`config.mk`:
```
export PLATFORM = sky130hd
export DESIGN_NAME = muldiv_unit_flat
export DESIGN_NICKNAME = d
export VERILOG_FILES = /design/src/rtl/muldiv_if.sv /design/src/rtl/muldiv_unit.sv /design/src/flat_wrapper.sv
export SDC_FILE = /design/constraint.sdc
export NUM_CORES = 1
export LEC_CHECK = 0
export BUFFER_PORTS_ARGS = -buffer_cell sky130_fd_sc_hd__buf_2
export CAP_MARGIN = 40
export CORE_UTILIZATION = 50
export CTS_BUF_LIST = sky130_fd_sc_hd__clkbuf_8
export DETAILED_ROUTE_END_ITERATION = 12
export PLACE_DENSITY = 0.68
export SLEW_MARGIN = 20
export SYNTH_ARGS = -nofsm -noshare
export SYNTH_HDL_FRONTEND = slang
export SYNTH_SLANG_ARGS = --single-unit
```
`constraint.sdc`:
```
create_clock -name clk -period 5.3 [get_ports clk]
set_clock_uncertainty 0.15 [all_clocks]
set_input_delay 0.795 -clock clk [delete_from_list [all_inputs] [get_ports clk]]
set_output_delay 0.795 -clock clk [all_outputs]
set_load 0.03 [all_outputs]
```
`src/rtl/muldiv_if.sv`:
```
// ---------------------------------------------------------------------------
// muldiv_if
// Request/response bundle between the execute stage and muldiv_unit.
//   start   : request, taken only while the unit is not busy
//   funct3  : M-op select (MUL..REMU)
//   op_a    : rs1 / dividend / multiplicand
//   op_b    : rs2 / divisor / multiplier
//   kill    : abort the op in flight (pipeline flush)
//   busy    : op in flight, start ignored
//   done    : one-cycle pulse, result valid
//   result  : selected result, held until the next op completes
// master drives the request side; slave is the execute unit.
// ---------------------------------------------------------------------------
interface muldiv_if #(
    parameter int unsigned XLEN = 32
);
    logic            start;
    logic [2:0]      funct3;
    logic [XLEN-1:0] op_a;
    logic [XLEN-1:0] op_b;
    logic            kill;
    logic            busy;
    logic            done;
    logic [XLEN-1:0] result;

    modport master (
        output start, funct3, op_a, op_b, kill,
        input  busy, done, result
    );

    modport slave (
        input  start, funct3, op_a, op_b, kill,
        output busy, done, result
    );
endinterface

```
`src/rtl/muldiv_unit.sv`:
```
// ---------------------------------------------------------------------------
// muldiv_unit
// Iterative RV32M/RV64M execute unit: radix-2 shift-add multiply and
// restoring divide, one iteration per clock, with start/done handshake.
//
// Ports:
//   clk      : rising-edge clock
//   reset_n  : asynchronous active-low reset
//   bus      : muldiv_if.slave (start, funct3, op_a, op_b, kill,
//              busy, done, result)
//
// Optional build macro MULDIV_FAST_MUL_EN: when defined, the four
// multiply ops use a combinational multiplier and finish one edge after
// accept; divide stays iterative. When undefined no multiplier is built.
// ---------------------------------------------------------------------------
module muldiv_unit #(
    parameter int unsigned XLEN = 32
) (
    input  logic     clk,
    input  logic     reset_n,
    muldiv_if.slave  bus
);
    localparam int unsigned CNT_W = $clog2(XLEN) + 1;

    typedef enum logic [1:0] {
        S_IDLE,
        S_CALC,
        S_FIX
    } state_t;

    typedef enum logic [2:0] {
        OP_MUL    = 3'b000,
        OP_MULH   = 3'b001,
        OP_MULHSU = 3'b010,
        OP_MULHU  = 3'b011,
        OP_DIV    = 3'b100,
        OP_DIVU   = 3'b101,
        OP_REM    = 3'b110,
        OP_REMU   = 3'b111
    } op_t;

    state_t            r_state;
    state_t            w_next;
    logic              w_accept;
    logic              w_iter;
    logic              w_finish;
    logic              w_busy;
    logic              w_done;

    op_t               r_op;
    logic              r_neg;
    logic              r_special;
    logic [CNT_W-1:0]  r_cnt;
    logic [XLEN-1:0]   r_hi;
    logic [XLEN-1:0]   r_lo;
    logic [XLEN-1:0]   r_b;
    logic [XLEN-1:0]   r_result;

    // ---------------- request decode ----------------
    op_t               w_op;
    logic              w_is_div;
    logic              w_a_signed;
    logic              w_b_signed;
    logic              w_sa;
    logic              w_sb;
    logic [XLEN-1:0]   w_mag_a;
    logic [XLEN-1:0]   w_mag_b;
    logic              w_neg;
    logic [XLEN-1:0]   w_min;
    logic              w_div0;
    logic              w_ovf;
    logic              w_special;
    logic [XLEN-1:0]   w_spec_res;

    assign w_op       = op_t'(bus.funct3);
    assign w_is_div   = bus.funct3[2];
    assign w_a_signed = (w_op inside {OP_MULH, OP_MULHSU, OP_DIV, OP_REM});
    assign w_b_signed = (w_op inside {OP_MULH, OP_DIV, OP_REM});
    assign w_sa       = w_a_signed & bus.op_a[XLEN-1];
    assign w_sb       = w_b_signed & bus.op_b[XLEN-1];
    assign w_mag_a    = w_sa ? -bus.op_a : bus.op_a;
    assign w_mag_b    = w_sb ? -bus.op_b : bus.op_b;
    // Remainder takes the dividend's sign; product and quotient the XOR.
    assign w_neg      = (w_op inside {OP_REM, OP_REMU}) ? w_sa : (w_sa ^ w_sb);

    assign w_min      = {1'b1, {(XLEN-1){1'b0}}};
    assign w_div0     = w_is_div && (bus.op_b == '0);
    assign w_ovf      = (w_op inside {OP_DIV, OP_REM}) &&
                        (bus.op_a == w_min) && (bus.op_b == '1);
    assign w_special  = w_div0 | w_ovf;
    // funct3[1] separates REM/REMU from DIV/DIVU.
    assign w_spec_res = w_div0 ? (bus.funct3[1] ? bus.op_a : '1)
                               : (bus.funct3[1] ? '0 : bus.op_a);

`ifdef MULDIV_FAST_MUL_EN
    logic [2*XLEN-1:0] w_fast_prod;
    assign w_fast_prod = {{XLEN{1'b0}}, w_mag_a} * {{XLEN{1'b0}}, w_mag_b};
`endif

    // ---------------- iteration datapath ----------------
    logic [XLEN:0]     w_sum;
    logic [XLEN:0]     w_shift;
    logic [XLEN:0]     w_diff;

    // Multiply: add multiplicand into the high half when the multiplier LSB
    // is set, then shift {carry, hi, lo} right by one.
    assign w_sum   = {1'b0, r_hi} + (r_lo[0] ? {1'b0, r_b} : '0);
    // Divide: shift {rem, quo} left, trial-subtract divisor; bit XLEN of
    // the difference is the borrow.
    assign w_shift = {r_hi, r_lo[XLEN-1]};
    assign w_diff  = w_shift - {1'b0, r_b};

    // ---------------- final select / sign fix ----------------
    logic [2*XLEN-1:0] w_raw;
    logic [2*XLEN-1:0] w_prod;
    logic [XLEN-1:0]   w_quo;
    logic [XLEN-1:0]   w_rem;
    logic [XLEN-1:0]   w_final;

    assign w_raw  = {r_hi, r_lo};
    assign w_prod = r_neg ? -w_raw : w_raw;
    assign w_quo  = r_neg ? -r_lo : r_lo;
    assign w_rem  = r_neg ? -r_hi : r_hi;

    always_comb begin
        w_final = '0;
        if (r_special) begin
            w_final = r_lo;
        end else begin
            case (r_op)
                OP_MUL:                        w_final = w_prod[XLEN-1:0];
                OP_MULH, OP_MULHSU, OP_MULHU:  w_final = w_prod[2*XLEN-1:XLEN];
                OP_DIV, OP_DIVU:               w_final = w_quo;
                OP_REM, OP_REMU:               w_final = w_rem;
                default:                       w_final = '0;
            endcase
        end
    end

    // ---------------- control FSM ----------------
    always_ff @(posedge clk or negedge reset_n) begin
        if (!reset_n) begin
            r_state <= S_IDLE;
        end else begin
            r_state <= w_next;
        end
    end

    // Special cases (and fast multiplies) load a zero count so they spend
    // exactly one CALC cycle resolving before FIX, with no iteration.
    always_comb begin
        w_next   = r_state;
        w_accept = 1'b0;
        w_iter   = 1'b0;
        w_finish = 1'b0;
        w_busy   = 1'b0;
        w_done   = 1'b0;
        case (r_state)
            S_IDLE, S_FIX: begin
                // done is suppressed if the op is being flushed this cycle.
                w_done = (r_state == S_FIX) && !bus.kill;
                if (bus.kill) begin
                    w_next = S_IDLE;
                end else if (bus.start) begin
                    w_accept = 1'b1;
                    w_next   = S_CALC;
                end else begin
                    w_next = S_IDLE;
                end
            end
            S_CALC: begin
                w_busy = 1'b1;
                if (bus.kill) begin
                    w_next = S_IDLE;
                end else if (r_cnt == '0) begin
                    w_finish = 1'b1;
                    w_next   = S_FIX;
                end else begin
                    w_iter = 1'b1;
                end
            end
            default: w_next = S_IDLE;
        endcase
    end

    // ---------------- datapath registers ----------------
    always_ff @(posedge clk or negedge reset_n) begin
        if (!reset_n) begin
            r_op      <= OP_MUL;
            r_neg     <= 1'b0;
            r_special <= 1'b0;
            r_cnt     <= '0;
            r_hi      <= '0;
            r_lo      <= '0;
            r_b       <= '0;
            r_result  <= '0;
        end else begin
            if (w_accept) begin
                r_op      <= w_op;
                r_neg     <= w_neg;
                r_special <= w_special;
                if (w_special) begin
                    r_hi  <= '0;
                    r_lo  <= w_spec_res;
                    r_cnt <= '0;
                end
`ifdef MULDIV_FAST_MUL_EN
                else if (!w_is_div) begin
                    r_hi  <= w_fast_prod[2*XLEN-1:XLEN];
                    r_lo  <= w_fast_prod[XLEN-1:0];
                    r_cnt <= '0;
                end
`endif
                else begin
                    r_hi  <= '0;
                    r_cnt <= CNT_W'(XLEN);
                    if (w_is_div) begin
                        r_lo <= w_mag_a;
                        r_b  <= w_mag_b;
                    end else begin
                        r_lo <= w_mag_b;
                        r_b  <= w_mag_a;
                    end
                end
            end else if (w_iter) begin
                r_cnt <= r_cnt - CNT_W'(1);
                if (r_op[2]) begin
                    if (!w_diff[XLEN]) begin
                        r_hi <= w_diff[XLEN-1:0];
                        r_lo <= {r_lo[XLEN-2:0], 1'b1};
                    end else begin
                        r_hi <= w_shift[XLEN-1:0];
                        r_lo <= {r_lo[XLEN-2:0], 1'b0};
                    end
                end else begin
                    r_hi <= w_sum[XLEN:1];
                    r_lo <= {w_sum[0], r_lo[XLEN-1:1]};
                end
            end else if (w_finish) begin
                r_result <= w_final;
            end
        end
    end

    assign bus.busy   = w_busy;
    assign bus.done   = w_done;
    assign bus.result = r_result;

endmodule

```
`src/flat_wrapper.sv`:
```
// flat-port wrapper written by rule: the top's interface ports become plain ports
module muldiv_unit_flat 
#(
    parameter int unsigned XLEN = 32
)
  (clk, reset_n, bus_start, bus_funct3, bus_op_a, bus_op_b, bus_kill, bus_busy, bus_done, bus_result);
  muldiv_if #(.XLEN(XLEN)) bus_i ();
  input  logic clk;
  input  logic reset_n;
  input wire logic [$bits(bus_i.start)-1:0] bus_start;
  input wire logic [$bits(bus_i.funct3)-1:0] bus_funct3;
  input wire logic [$bits(bus_i.op_a)-1:0] bus_op_a;
  input wire logic [$bits(bus_i.op_b)-1:0] bus_op_b;
  input wire logic [$bits(bus_i.kill)-1:0] bus_kill;
  output wire logic [$bits(bus_i.busy)-1:0] bus_busy;
  output wire logic [$bits(bus_i.done)-1:0] bus_done;
  output wire logic [$bits(bus_i.result)-1:0] bus_result;
  assign bus_i.start = bus_start;
  assign bus_i.funct3 = bus_funct3;
  assign bus_i.op_a = bus_op_a;
  assign bus_i.op_b = bus_op_b;
  assign bus_i.kill = bus_kill;
  assign bus_busy = bus_i.busy;
  assign bus_done = bus_i.done;
  assign bus_result = bus_i.result;
  muldiv_unit #(.XLEN(XLEN)) u_core (.clk(clk), .reset_n(reset_n), .bus(bus_i));
endmodule
```
==> metrics.yaml <==
final-max-slew-violation-count: 0
worstPathMaxFanout: 17
ys_seq_elements: 141
max_stage_delay_ns: 0.54
max_freq_ghz: 0.240
post_drt_wl_per_cell_um: 22.3
cts_sinks: 141
vias: 16100
synthTopCellsByArea: "dfrtp_1, o21ai_0, a21oi_1"
cp.arrival_ns: 4.39
synth_area_um2: 14800
grt.overflow.total: 0
drive_gt1_frac: 0.108
fillerInstances: 2856
antennaDiodeCount: 0
grt_pass1_wl_mm: 85.9
startpoint_type: "flop"
grt_pass1_vias: 14949
rsz0062_at_grt: "false"
dr.first_iter.drc_count: 1981
cts_tree: "yes"
cts_setup_buffers: 0
die_w_um: 174
power.density_nw_per_um2: 604
final.setup.tns_ns: 0
ctsHoldBuffers: 0
yosysSeqAreaShare: 0.238
cts-resized-gates: 0
initial_utilization: 0.513
place.gp.congestion: 0.998
setup_violations: 0
syn-num-nets: 2192
hold_viol_final: 0
p_leak_nw: 6.84
drc: 0
area_growth_pct: 8.63
ctsRootBufferMaster: "clkbuf_8"
rows: 62
layout.nets: 2229
finalPower_mw: 9.73
ys_top_cells_by_count: "o21ai_0, nand2_1, nor2_1"
status: "completed"
cp_top_family: "compound AO/OA/AOI/OAI gates"
vias_per_cell: 6.49
multi_input_area_um2: 10500
period_share: 0.785
core_area_um2: 28900
cp-end-kind: "flop"
clk_pin_slew_ns: 0.10
seqCellArea_um2: 3530
die_h_um: 174
path_common_cell: "o211ai_1"
synth_ff_type: "dfrtp_1"
ys_warn_count: 0
synth_top_area_frac: 0.238
worst_pin_slew_ns: 0.870
cp.required_ns: 5.53
routed_wl_mm: 55.3
cp_slowest_cell: "dfrtp_1"
dr.pass1.iters: 8
dp_slack_ns: 0.834
path_buf_inv: 1
setup_ws_ns: 1.14
relSlewSlack: 0.413
num_io_pins: 105
async_flop_share: 1.00
synthCells: 2048
clk_latency_ns: 0.50
path_cells: "clkinv_1, nor2_1, ha_1, o211ai_1, a21oi_1, o2111ai_1, a21o_1, o211ai_1, a41oi_1, nor4_1, o22ai_1, a311oi_1"
grt_max_degree: 73
period_needed_ns: 4.16
ir_worst_vdd_uv: 228
die_area_um2: 30400
yosysMostFrequentCell: "o21ai_0"
portBuffers: 104
netlist-cell-type-count: 81
h-tree-depth: 4
maxCapViolCount: 0
synth-edff-count: 0
antenna_found_initial: 0
grt.total_usage: 0.364
antenna_left: 0
clk_path_buf_depth: 2
worst_hold_path_type: "primary input to asynchronous set/reset pin"
dpl.hpwl_mm: 42.5
critPathKind: "flop to flop"
cts_inserted_buffers: 17
yosys.area.top_type: "dfrtp_1"
synth.avg_cell_area_um2: 7.24
==> worst reg2reg max path, stage by stage, from the launching register on <==
cell and delay, ns:
dfrtp_1 0.54, clkinv_1 0.47, nor2_1 0.24, ha_1 0.27
o211ai_1 0.12, a21oi_1 0.27, o2111ai_1 0.27, a21o_1 0.27
o211ai_1 0.42, a41oi_1 0.27, nor4_1 0.40, o22ai_1 0.14
a311oi_1 0.25
==> layout by cell type, fill, tap and decap left out, types with 26 or more instances in the layout <==
cell type  synthesis  layout
a21oi_1          190     190
nand2_1          233     233
a31oi_1           29      29
xnor2_1           76      76
nand3_1           34      33
nor2_1           191     189
o21ai_0          269     269
a22oi_1           35      35
xor2_1            71      71
or3_1             32      32
nor3_1            51      51
o211ai_1          33      33
inv_1             64      64
buf_4              1      42
mux2i_1           30      30
o21a_1            26      26
dfrtp_1          141     139
buf_2             10     103
ha_1              71      71
a21o_1            30      30
==> final cells by class <==
type,count,area share
clock buffer,17,0.0145
clock inverter,15,0.0103
inverter,67,0.0156
multi-input combinational,1708,0.654
sequential,141,0.219
tap,384,0.0298
timing repair buffer,150,0.0563
==> power by group <==
group	leakage [nW]	internal, mW	switching (mW)
Sequential	1.75	1.51	0.797
Combinational	4.88	2.37	4.10
Clock	0.204	0.399	0.545
==> sequential cells by signal, summed over array words and instances, names as in the netlist <==
register and count:
u_core.r_b 32, u_core.r_state 2, u_core.r_hi 32, u_core.bus.result 32, u_core.r_cnt 6, u_core.r_op 3
u_core.r_neg 1, u_core.r_special 1, u_core.r_lo 32
==> worst paths after layout <==
| path | startpoint | to | slack [ns] | cells past startpoint |
|---|---|---|---|---|
| worst min register to register | u_core.bus.result[18] | u_core.bus.result[18] | 0.33 | 2 |
| worst min-delay path | reset_n | u_core.r_b[25] | 0.04 | 1 |
| min in group clk | u_core.bus.result[18] | u_core.bus.result[18] | 0.33 | 2 |
| worst max register to register | u_core.r_lo[0] | u_core.r_hi[31] | 1.14 | 12 |
| max in group asynchronous | reset_n | u_core.r_special | 3.67 | 3 |
| worst max-delay path | u_core.r_lo[0] | u_core.r_hi[31] | 1.14 | 12 |
==> per-stage QoR <==
| stage | util | cells | cell area [um^2] | hold slack [ns] |
|---|---|---|---|---|
| after detailed placement | 0.542 | 2447 | 15700 | 0.315 |
| after global placement | 0.541 | 2445 | 15600 | 0.309 |
| after floorplan | - | 2048 | 14800 | 0.300 |
| final | 0.557 | 2482 | 16100 | 0.0413 |
| after global routing | 0.557 | 2482 | 16100 | 0.0536 |
| after CTS | 0.556 | 2479 | 16100 | 0.0338 |
==> logic make-up (layout without fill, tap and decap cells) <==
| kind of cell | after synthesis | in the layout | share of synthesized area |
|---|---|---|---|
| AOI/OAI and AO/OA | 757 | 757 | 0.311 |
| xor gates and xnor gates | 147 | 147 | 0.0868 |
| adders and majority gates | 73 | 73 | 0.0626 |
| buffers and inverters | 199 | 249 | 0.0520 |
| DFF | 141 | 141 | 0.238 |
| muxes | 49 | 49 | 0.0354 |
| and+or+nand+nor | 682 | 682 | 0.215 |
==> routing by layer <==
metal	global-route usage	up-vias	part of all wire
li1	-	7538	-
met4	0.159	0	0.042
met2	0.550	860	0.43
met5	0	-	0
met3	0.0685	143	0.095
met1	0.504	7559	0.43
(Power assumes the default switching activity.)
